===== config.mk =====
export PLATFORM = sky130hd
export DESIGN_NAME = conv_seq_ctrl
export DESIGN_NICKNAME = d
export VERILOG_FILES = /design/src/rtl/conv_seq_ctrl.sv
export SDC_FILE = /design/constraint.sdc
export NUM_CORES = 1
export LEC_CHECK = 0
export ABC_AREA = 1
export BUFFER_PORTS_ARGS = -buffer_cell sky130_fd_sc_hd__buf_2
export CORE_MARGIN = 5
export CORE_UTILIZATION = 27
export DETAILED_ROUTE_END_ITERATION = 10
export HOLD_SLACK_MARGIN = 0.05
export MAX_ROUTING_LAYER = met4
export PLACE_DENSITY = 0.5
export SLEW_MARGIN = 20
export SYNTH_ARGS = -nofsm -noshare
export SYNTH_HDL_FRONTEND = slang
export SYNTH_SLANG_ARGS = --single-unit

===== constraint.sdc =====
create_clock -name clk -period 2.1 [get_ports clk]
set_input_delay 0.21 -clock clk [delete_from_list [all_inputs] [get_ports clk]]
set_output_delay 0.21 -clock clk [all_outputs]
set_load 0.005 [all_outputs]

===== src/rtl/conv_seq_ctrl.sv =====
// conv_seq_ctrl: sequencer for the sliding-window convolution datapath.
// Steps the address generator through one kernel window at a time. For each
// window it fetches m*m taps, lets the read latency drain, writes one result,
// and slides. It stops once the address generator raises conv_complete.
//
// Ports
//   clk, rstn      : clock, synchronous active-low reset
//   start, m       : frame request and kernel size (sampled in IDLE only)
//   conv_complete  : address generator reports the final slide
//   fetch, slide   : address-generator controls
//   pixel_count    : kernel tap index during FETCH, 0 otherwise
//   pix_valid      : memory data valid for the MAC (fetch delayed RD_LAT)
//   acc_clr        : clear the MAC accumulator, aligned with tap 0 data
//   res_we         : one result-RAM write per window
//   win_count      : windows written since the last accepted start (saturating)
//   busy, done     : frame in progress / frame finished
//   err            : sticky illegal-m flag from the last start attempt
module conv_seq_ctrl #(
  parameter int unsigned RD_LAT = 1,
  parameter int unsigned CW     = 10
) (
  input  logic          clk,
  input  logic          rstn,
  input  logic          start,
  input  logic [3:0]    m,
  input  logic          conv_complete,
  output logic          fetch,
  output logic          slide,
  output logic [CW-1:0] pixel_count,
  output logic          pix_valid,
  output logic          acc_clr,
  output logic          res_we,
  output logic [15:0]   win_count,
  output logic          busy,
  output logic          done,
  output logic          err
);

  localparam int unsigned KW = 8;
  localparam int unsigned DW = 3;
  localparam int unsigned WW = 16;

  typedef enum logic [2:0] {
    S_IDLE,
    S_FETCH,
    S_DRAIN,
    S_WRITE,
    S_SLIDE,
    S_DONE
  } state_t;

  state_t            state, state_d;
  logic [KW-1:0]     kk, kk_d;
  logic [DW-1:0]     drain_cnt, drain_cnt_d;
  logic [CW-1:0]     pcnt_d;
  logic [WW-1:0]     win_d;
  logic              err_d;
  logic [RD_LAT-1:0] v_pipe;
  logic [RD_LAT-1:0] z_pipe;

  // Next-state and datapath-register update.
  always_comb begin
    state_d     = state;
    kk_d        = kk;
    drain_cnt_d = drain_cnt;
    pcnt_d      = pixel_count;
    win_d       = win_count;
    err_d       = err;
    unique case (state)
      S_IDLE: begin
        if (start) begin
          // For a 4-bit m, odd is exactly the legal set 1..15.
          if (m[0]) begin
            kk_d    = KW'({4'd0, m} * {4'd0, m});
            win_d   = '0;
            err_d   = 1'b0;
            pcnt_d  = '0;
            state_d = S_FETCH;
          end else begin
            err_d = 1'b1;
          end
        end
      end
      S_FETCH: begin
        if (pixel_count == CW'(kk - KW'(1))) begin
          pcnt_d      = '0;
          drain_cnt_d = DW'(RD_LAT - 1);
          state_d     = S_DRAIN;
        end else begin
          pcnt_d = pixel_count + CW'(1);
        end
      end
      S_DRAIN: begin
        if (drain_cnt == '0) begin
          state_d = S_WRITE;
        end else begin
          drain_cnt_d = drain_cnt - DW'(1);
        end
      end
      S_WRITE: begin
        if (win_count != '1) begin
          win_d = win_count + WW'(1);
        end
        state_d = S_SLIDE;
      end
      // conv_complete settles on the generator's falling edge inside SLIDE.
      S_SLIDE: state_d = conv_complete ? S_DONE : S_FETCH;
      S_DONE:  state_d = S_DONE;
      default: state_d = S_IDLE;
    endcase
  end

  // State, counters, registered control outputs and the data-valid pipeline.
  always_ff @(posedge clk) begin
    if (!rstn) begin
      state       <= S_IDLE;
      kk          <= '0;
      drain_cnt   <= '0;
      pixel_count <= '0;
      win_count   <= '0;
      err         <= 1'b0;
      fetch       <= 1'b0;
      slide       <= 1'b0;
      res_we      <= 1'b0;
      busy        <= 1'b0;
      done        <= 1'b0;
      v_pipe      <= '0;
      z_pipe      <= '0;
    end else begin
      state       <= state_d;
      kk          <= kk_d;
      drain_cnt   <= drain_cnt_d;
      pixel_count <= pcnt_d;
      win_count   <= win_d;
      err         <= err_d;
      fetch       <= (state_d == S_FETCH);
      slide       <= (state_d == S_SLIDE);
      res_we      <= (state_d == S_WRITE);
      busy        <= (state_d inside {S_FETCH, S_DRAIN, S_WRITE, S_SLIDE});
      done        <= (state_d == S_DONE);
      // Shift in at bit 0; the cast drops the oldest entry.
      v_pipe      <= RD_LAT'({v_pipe, fetch});
      z_pipe      <= RD_LAT'({z_pipe, fetch && (pixel_count == '0)});
    end
  end

  assign pix_valid = v_pipe[RD_LAT-1];
  assign acc_clr   = z_pipe[RD_LAT-1];

endmodule


==> results of run 1 <==
==> worst max-delay path: stages (launching register included) <==
cell     delay (ns)
dfxtp_1        0.40
ha_1           0.24
nand3_2        0.12
nor2_4         0.16
nand4_1        0.10
o21ai_1        0.14
nand2_1        0.17
inv_2          0.25
o21ai_0        0.12
nand2_1        0.07
nor2_1         0.04
==> synthesized netlist by cell type (3+ instances only) <==
library cell and instances:
nor2_1 51, nand3_1 26, o22ai_1 3, dfxtp_1 47, inv_1 58, nand3b_1 3, nor3_1 9, o21ai_1 4
nand2_2 4, ha_1 9, xor2_1 13, or2_2 3, a21oi_1 19, xnor2_1 4, nand2_1 96, nand4_1 9
clkbuf_1 3, o21ai_0 11
==> layout make-up <==
| class | count | area, um2 |
|---|---|---|
| Tap cell | 133 | 166.4 |
| Sequential cell | 47 | 940.9 |
| Timing Repair Buffer | 49 | 265.3 |
| Clock inverter | 2 | 60.06 |
| Inverter | 60 | 225.2 |
| Clock buffer | 6 | 72.57 |
| Fill cell | 1081 | 6550 |
| Multi-Input combinational cell | 285 | 1494 |
==> per-layer routing <==
layer / wire length [um] / vias to the layer above
met5: 0 / -
met2: 3291 / 35
met4: 57 / 0
met1: 3401 / 1148
met3: 253 / 4
li1: - / 1367
==> where the power goes <==
group | internal [W] | switching, W
combinational | 0.0000754 | 0.000139
sequential | 0.000910 | 0.0000153
clock | 0.000476 | 0.000310
total | 0.00146 | 0.000464
==> per-stage QoR <==
step                setup WS, ns  hold slack [ns]  std cells  util (%)
floorplan                 0.4635           0.3263        399         -
global placement          0.2700           0.4335        574     31.63
detailed placement        0.2328           0.4363        574     31.63
CTS                       0.2047           0.2109        582     32.99
global route             0.01650           0.2366        582     32.99
finish                    0.1929           0.2060        582     32.99
==> logic make-up after synthesis <==
logic type,share of synthesized area (%)
AND/OR/NAND/NOR,35.05
adder cells (fa/ha/maj),4.914
XOR/XNOR,5.517
buffers and inverters,9.782
AO/OA/AOI/OAI,9.875
flip-flops,34.86
==> flip-flops by register name (all words and copies together), names as in the netlist <==
name	flops
state	3
pixel_count	10
kk	7
done	1
win_count	16
fetch	1
err	1
res_we	1
slide	1
busy	1
drain_cnt	3
pix_valid	1
acc_clr	1
==> how the worst max path moves through the flow <==
stage,end,cells past startpoint,startpoint
after floorplan,busy,12,kk[0]
after global placement,pixel_count[6],12,kk[0]
after detailed placement,win_count[10],10,win_count[1]
after CTS,win_count[10],10,win_count[1]
after global routing,pixel_count[6],14,kk[0]
final,win_count[12],10,win_count[1]
==> summary.txt, run 1 <==
most frequent cells in the layout: nand2_1, inv_1, nor2_1
largest net degree at the start of global routing: 15
max-slew violation count: 0
outcome: finished, final reports clean
RR Endpoint: win_count[12]
Via density: 4.388
GR Overflow Total: 0
I/O Pins: 42
hold crit path type: in2reg
syn nets: 417
Clock transition at path regs: 0.09 ns
reg-to-reg slack, setup: 0.19 ns
endpoints failing hold: 0
Post-DP HPWL: 5479 um
RSZ-0062 raised after global routing: false
Worst Tran Pin Value: 0.5277 ns
Min-Delay Startpoint: start
mapped cell area: 2699 um2
FF-to-FF Start: win_count[1]
CP required: 2.29 ns
Hold Path Depth: 3
Slew HR: 64.78%
clk buf depth: 2
Post-route DRC: 0
root buf cell: clkbuf_8
Yosys top cell area share: 34.86%
Final TNS setup: 0 ns
Final Wtd Congestion: 0.8086
Yosys top cell by area: dfxtp_1
die width: 110.0 um
synth warn: 0
Total Wirelength: 7003 um
final setup violation count: 0
Syn Inst Count: 399
post-CTS sizing: 0
n_diodes: 0
1st-iter DRT viols: 60
Vias: 2554
GR Util met3: 2.388%
startpoint types: flop
Initial Utilization: 27.61%
fmax: 0.5244 GHz
antenna-violating nets left: 0
commonest non-fill, non-tap cell in the layout: nand2_1
Worst Path Max Fanout: 14
leakage: 1.523 nW
clock latency on the worst-skew pair: 0.29 ns
drt pass-1 iters: 4
met2 Use GR: 21.14%
Tmin final: 1.907 ns
critical path class: reg2reg
Hold Path Sink: err
Setup Fix Bufs, Post-CTS: 0
layout cell share with drive strength beyond 1: 16.70%
Pwr Density: 597.2 nW/um2
dpl cell area: 3092 um2
VDD IR max: 306.0 uV
Netlist cell types: 38
clk sinks: 47
crit end category: flop
Clock Skew: 0.008281 ns
Synth area leaders: dfxtp_1, nand2_1, inv_1, nor2_1, nand3_1
gr usage total: 12.49%
TritonCTS buffer count: 5
busiest layer in global routing: met2
Max Cap Violations: 0
met1 Use GR: 15.59%
die area: 12100 um2
final net count: 466
Seq/Total Area, Yosys: 34.86%
Hold Buf Count CTS: 0
drt wl/cell: 12.03 um
Pwr Total: 0.001925 W
mean post-synth cell area: 6.764 um2
initial antenna violation count: 0
PortBufs: 41
reg2reg path depth: 10
# rows: 36
EDFF count, synth: 0
vias in the first global route: 2483
# H-tree levels: 2
top_reg_cell synth: dfxtp_1
ys async rst share: 0%
Core ar.: 9774 um2
period utilization: 90.81%
area growth from synthesis to layout: 19.47%
Die Ht: 110.0 um
final instance area: 3224 um2
Critical Path AT: 2.10 ns
synthesis-stage register bit count: 47
CTS tree: done
first-pass GRT wire length: 11720 um
(Power assumes the default switching activity.)
==> run 2: changes to the inputs <==
- CTS_BUF_LIST: not set -> sky130_fd_sc_hd__clkbuf_4
- clock period: 2.1 -> 2.17 ns (I/O delays scaled with it)
==> summary.txt, run 2 (synthesis gave the netlist of run 1 again) <==
antenna-violating nets left: 0
Via density: 4.439
drt pass-1 iters: 4
period utilization: 87.16%
wire length on met2: 3420 um
reg-to-reg slack, setup: 0.28 ns
hold crit path type: in2reg
commonest non-fill, non-tap cell in the layout: nand2_1
Pwr Density: 491.3 nW/um2
top sig layer: met4
RR Endpoint: win_count[3]
Initial Utilization: 27.61%
final net count: 465
fill count: 1085
die width: 110.0 um
Post-DP HPWL: 5492 um
Hold WS: 0.1399 ns
Placed Cells: 573
# rows: 36
area growth from synthesis to layout: 16.41%
DR WL met3: 294 um
I/O Pins: 42
layout cell share with drive strength beyond 1: 16.74%
clk buf depth: 2
Clock Skew: 0.006646 ns
Tmin final: 1.891 ns
reg2reg path depth: 10
RSZ-0062 raised after global routing: false
M1 WL: 3270 um
startpoint types: flop
CTS tree: done
Critical Path AT: 2.15 ns
Vias: 2579
fmax: 0.5287 GHz
1st-iter DRT viols: 90
Post-route DRC: 0
initial antenna violation count: 0
vias in the first global route: 2495
largest net degree at the start of global routing: 15
clk sinks: 47
Regs by FF count: win_count x16, pixel_count x10, kk x7
Slew HR: 70.02%
crit end category: flop
leakage: 1.488 nW
Hold Buf Count CTS: 0
Hold Path Depth: 3
first-pass GRT wire length: 11570 um
TritonCTS buffer count: 5
post-CTS sizing: 0
Die Ht: 110.0 um
outcome: finished, final reports clean
# H-tree levels: 2
max FFs per register: 16
register with the most flip-flops: win_count
Setup Fix Bufs, Post-CTS: 0
Final TNS setup: 0 ns
Clock transition at path regs: 0.13 ns
Max Cap Violations: 0
root buf cell: clkbuf_4
n_diodes: 0
endpoints failing hold: 0
Min-Delay Startpoint: start
Hold Path Sink: err
Worst Tran Pin Value: 0.4493 ns
clock latency on the worst-skew pair: 0.36 ns
GR Overflow Total: 0
count of non-filler cells in the finished layout: 581
PortBufs: 41
final setup violation count: 0
critical path class: reg2reg
VDD IR max: 194.1 uV
final worst slack: 0.2787 ns
FF-to-FF Start: win_count[1]
CP required: 2.43 ns
Core ar.: 9774 um2
Final Wtd Congestion: 0.8128
Placement Setup Slack: 0.3004 ns
Worst Path Max Fanout: 9
Total Wirelength: 7009 um
most frequent cells in the layout: nand2_1, inv_1, nor2_1
die area: 12100 um2
max-slew violation count: 0
drt wl/cell: 12.06 um
gr usage total: 12.29%
-- run 2: stage by stage --
stage	power, W	area, um2	util (%)
floorplan	0.001059	2699	-
global placement	0.001125	3084	31.55
detailed placement	0.001126	3084	31.55
CTS	0.001573	3142	32.14
global route	0.001636	3142	32.14
finish	0.001544	3142	32.14
-- run 2: where the power goes --
group | internal (W) | switching, W
combinational | 0.0000732 | 0.000135
clock | 0.000152 | 0.000286
sequential | 0.000881 | 0.0000152
total | 0.00111 | 0.000437
-- run 2: critical path: stages, from the launching register on --
cell and delay, ns:
dfxtp_1 0.41, ha_1 0.24, nand3_2 0.12, nor2_4 0.17, nand4_1 0.10, o21ai_1 0.14
nand2_1 0.14, buf_4 0.20, nand2_1 0.07, xor2_1 0.15, nor2_1 0.05
-- run 2: area by class of cell --
| class | instances | area, um2 | share of cell area [%] |
|---|---|---|---|
| Tap cell | 133 | 166.4 | 5.297 |
| Clock buffer | 7 | 52.55 | 1.673 |
| Timing Repair Buffer | 48 | 257.7 | 8.204 |
| Multi-Input combinational cell | 285 | 1494 | 47.55 |
| Sequential cell | 47 | 940.9 | 29.95 |
| Clock inverter | 1 | 5.005 | 0.1593 |
| Inverter | 60 | 225.2 | 7.168 |
-- run 2: how the worst max path moves through the flow --
stage                            start           end  slack [ns]
final                     win_count[1]  win_count[3]        0.28
after global routing      win_count[1]  win_count[4]        0.05
after CTS                 win_count[1]  win_count[3]        0.28
after detailed placement         kk[0]          busy        0.30
after global placement           kk[0]          busy        0.34
after floorplan                  kk[0]          busy        0.53
-- run 2: routing by layer --
layer,global-route usage [%],up-vias
met2,21.14,42
met5,-,-
met4,2.137,0
met1,15.19,1172
met3,2.271,2
li1,-,1363
==> run 3: changes to the inputs <==
- BUFFER_PORTS_ARGS: -buffer_cell sky130_fd_sc_hd__buf_2 -> not set
- CTS_CLUSTER_SIZE: not set -> 10
- DONT_BUFFER_PORTS: not set -> 1
- PLACE_DENSITY: 0.5 -> 0.46
- TNS_END_PERCENT: not set -> 20
==> summary.txt, run 3 (synthesis gave the netlist of run 1 again) <==
outcome: finished, final reports clean
sequential power share: 58.8%
Clock Power Share: 28.7%
Via density: 4.535
CTS tree: done
final net count: 430
Max Cap Violations: 0
die area: 12100 um2
hold crit path type: in2reg
Net Sw Frac: 29.83%
Worst Path Max Fanout: 6
drt pass-1 iters: 4
PortBufs: 0
reg2reg path depth: 14
Tmin final: 1.962 ns
part of the power in combinational logic: 12.5%
fmax: 0.5097 GHz
Setup Fix Bufs, Post-CTS: 0
FF-to-FF Start: kk[0]
post-CTS sizing: 0
die width: 110.0 um
# H-tree levels: 2
largest net degree at the start of global routing: 16
Min-Delay Startpoint: m[0]
Regs by FF count: win_count x16, pixel_count x10, kk x7
Worst Tran Pin Value: 0.4295 ns
Slew HR: 71.27%
RSZ-0062 raised after global routing: false
period utilization: 90.42%
layout cell share with drive strength beyond 1: 8.717%
gr usage total: 12.70%
TritonCTS buffer count: 5
Total Wirelength: 7014 um
drt wl/cell: 12.85 um
Post-route DRC: 0
met1 Use GR: 14.96%
max FFs per register: 16
Hold Path Sink: kk[0]
crit end category: flop
clk sinks: 47
Pwr Density: 511.6 nW/um2
Critical Path AT: 2.23 ns
Clock Skew: 0.01916 ns
clk buf depth: 2
I/O Pins: 42
startpoint types: flop
most frequent cells in the layout: nand2_1, inv_1, nor2_1
RR Endpoint: pixel_count[6]
critical path class: reg2reg
Psw: 0.0004562 W
register with the most flip-flops: win_count
first-pass GRT wire length: 11790 um
Hold Path Depth: 2
root buf cell: clkbuf_4
initial antenna violation count: 0
leakage: 1.296 nW
Vias: 2476
n_diodes: 0
Final TNS setup: 0 ns
Final Wtd Congestion: 0.8275
final setup violation count: 0
VDD IR max: 220.4 uV
internal power: 0.001073 W
1st-iter DRT viols: 75
Clock transition at path regs: 0.16 ns
Die Ht: 110.0 um
clock latency on the worst-skew pair: 0.38 ns
Hold WS: 0.09155 ns
Post-DP HPWL: 5426 um
max-slew violation count: 0
antenna-violating nets left: 0
busiest layer in global routing: met2
GR Overflow Total: 0
CP required: 2.43 ns
Initial Utilization: 27.61%
# rows: 36
commonest non-fill, non-tap cell in the layout: nand2_1
reg-to-reg slack, setup: 0.21 ns
Core ar.: 9774 um2
vias in the first global route: 2379
endpoints failing hold: 0
met2 Use GR: 20.84%
area growth from synthesis to layout: 10.76%
GR Util met3: 3.902%
[run 3: how the worst max path moves through the flow]
stage,from,end,slack [ns],cells after the start
2_1_floorplan,kk[0],busy,0.53,12
3_3_place_gp,kk[0],pixel_count[6],0.22,12
3_5_place_dp,kk[0],pixel_count[6],0.24,12
4_1_cts,kk[0],pixel_count[6],0.19,12
5_1_grt,kk[0],busy,0.008,14
6_report,kk[0],pixel_count[6],0.21,14
[run 3: critical path: stages, from the launching register on]
cell and delay, ns:
dfxtp_1 0.41, inv_2 0.09, ha_1 0.24, inv_1 0.11, nand2_1 0.08, nand3_1 0.07, nand2_1 0.05, nor2_1 0.08
nand2_1 0.07, nor2_2 0.10, nand2_1 0.10, nand2_2 0.13, nand2_1 0.06, nand2_1 0.20, nor2_1 0.08
[run 3: routing by layer]
layer	vias to the layer above	wire (um)	part of all wire, %
li1	1299	-	-
met5	-	0	0
met1	1131	3109	44
met4	0	85	1.2
met3	7	482	6.9
met2	39	3337	48
[run 3: power groups by stage]
stage               sequential, W  combinational, W  clock, W
floorplan                0.000914          0.000145         0
global placement         0.000918          0.000185         0
detailed placement       0.000919          0.000185         0
CTS                      0.000900          0.000194  0.000458
global route             0.000904          0.000223  0.000496
finish                   0.000900          0.000191  0.000439
[run 3: repair_timing]
action                                  in CTS  in global routing
endpoints found under the hold margin       12                  0
endpoints found under the setup margin       0                  0
hold buffers                                 3                  0
[run 3: metrics by stage]
stage                     util, %  area (um2)  cells  setup WS [ns]  power [W]
after floorplan                 -        2699    399         0.5335   0.001059
after global placement      29.69        2902    535         0.2229   0.001103
after detailed placement    29.69        2902    535         0.2362   0.001103
after CTS                   30.58        2989    546         0.1852   0.001553
after global routing        30.58        2989    546       0.008013   0.001622
final                       30.58        2989    546         0.2080   0.001529
[run 3: cell type report]
cell class                 instances  area (um2)
multi-input combinational        285        1494
clock inverter                     3       20.02
inverter                          60       225.2
clock buffer                       5       37.54
timing repair buffer              13       105.1
sequential                        47       940.9
fill                            1121        6785
tap                              133       166.4
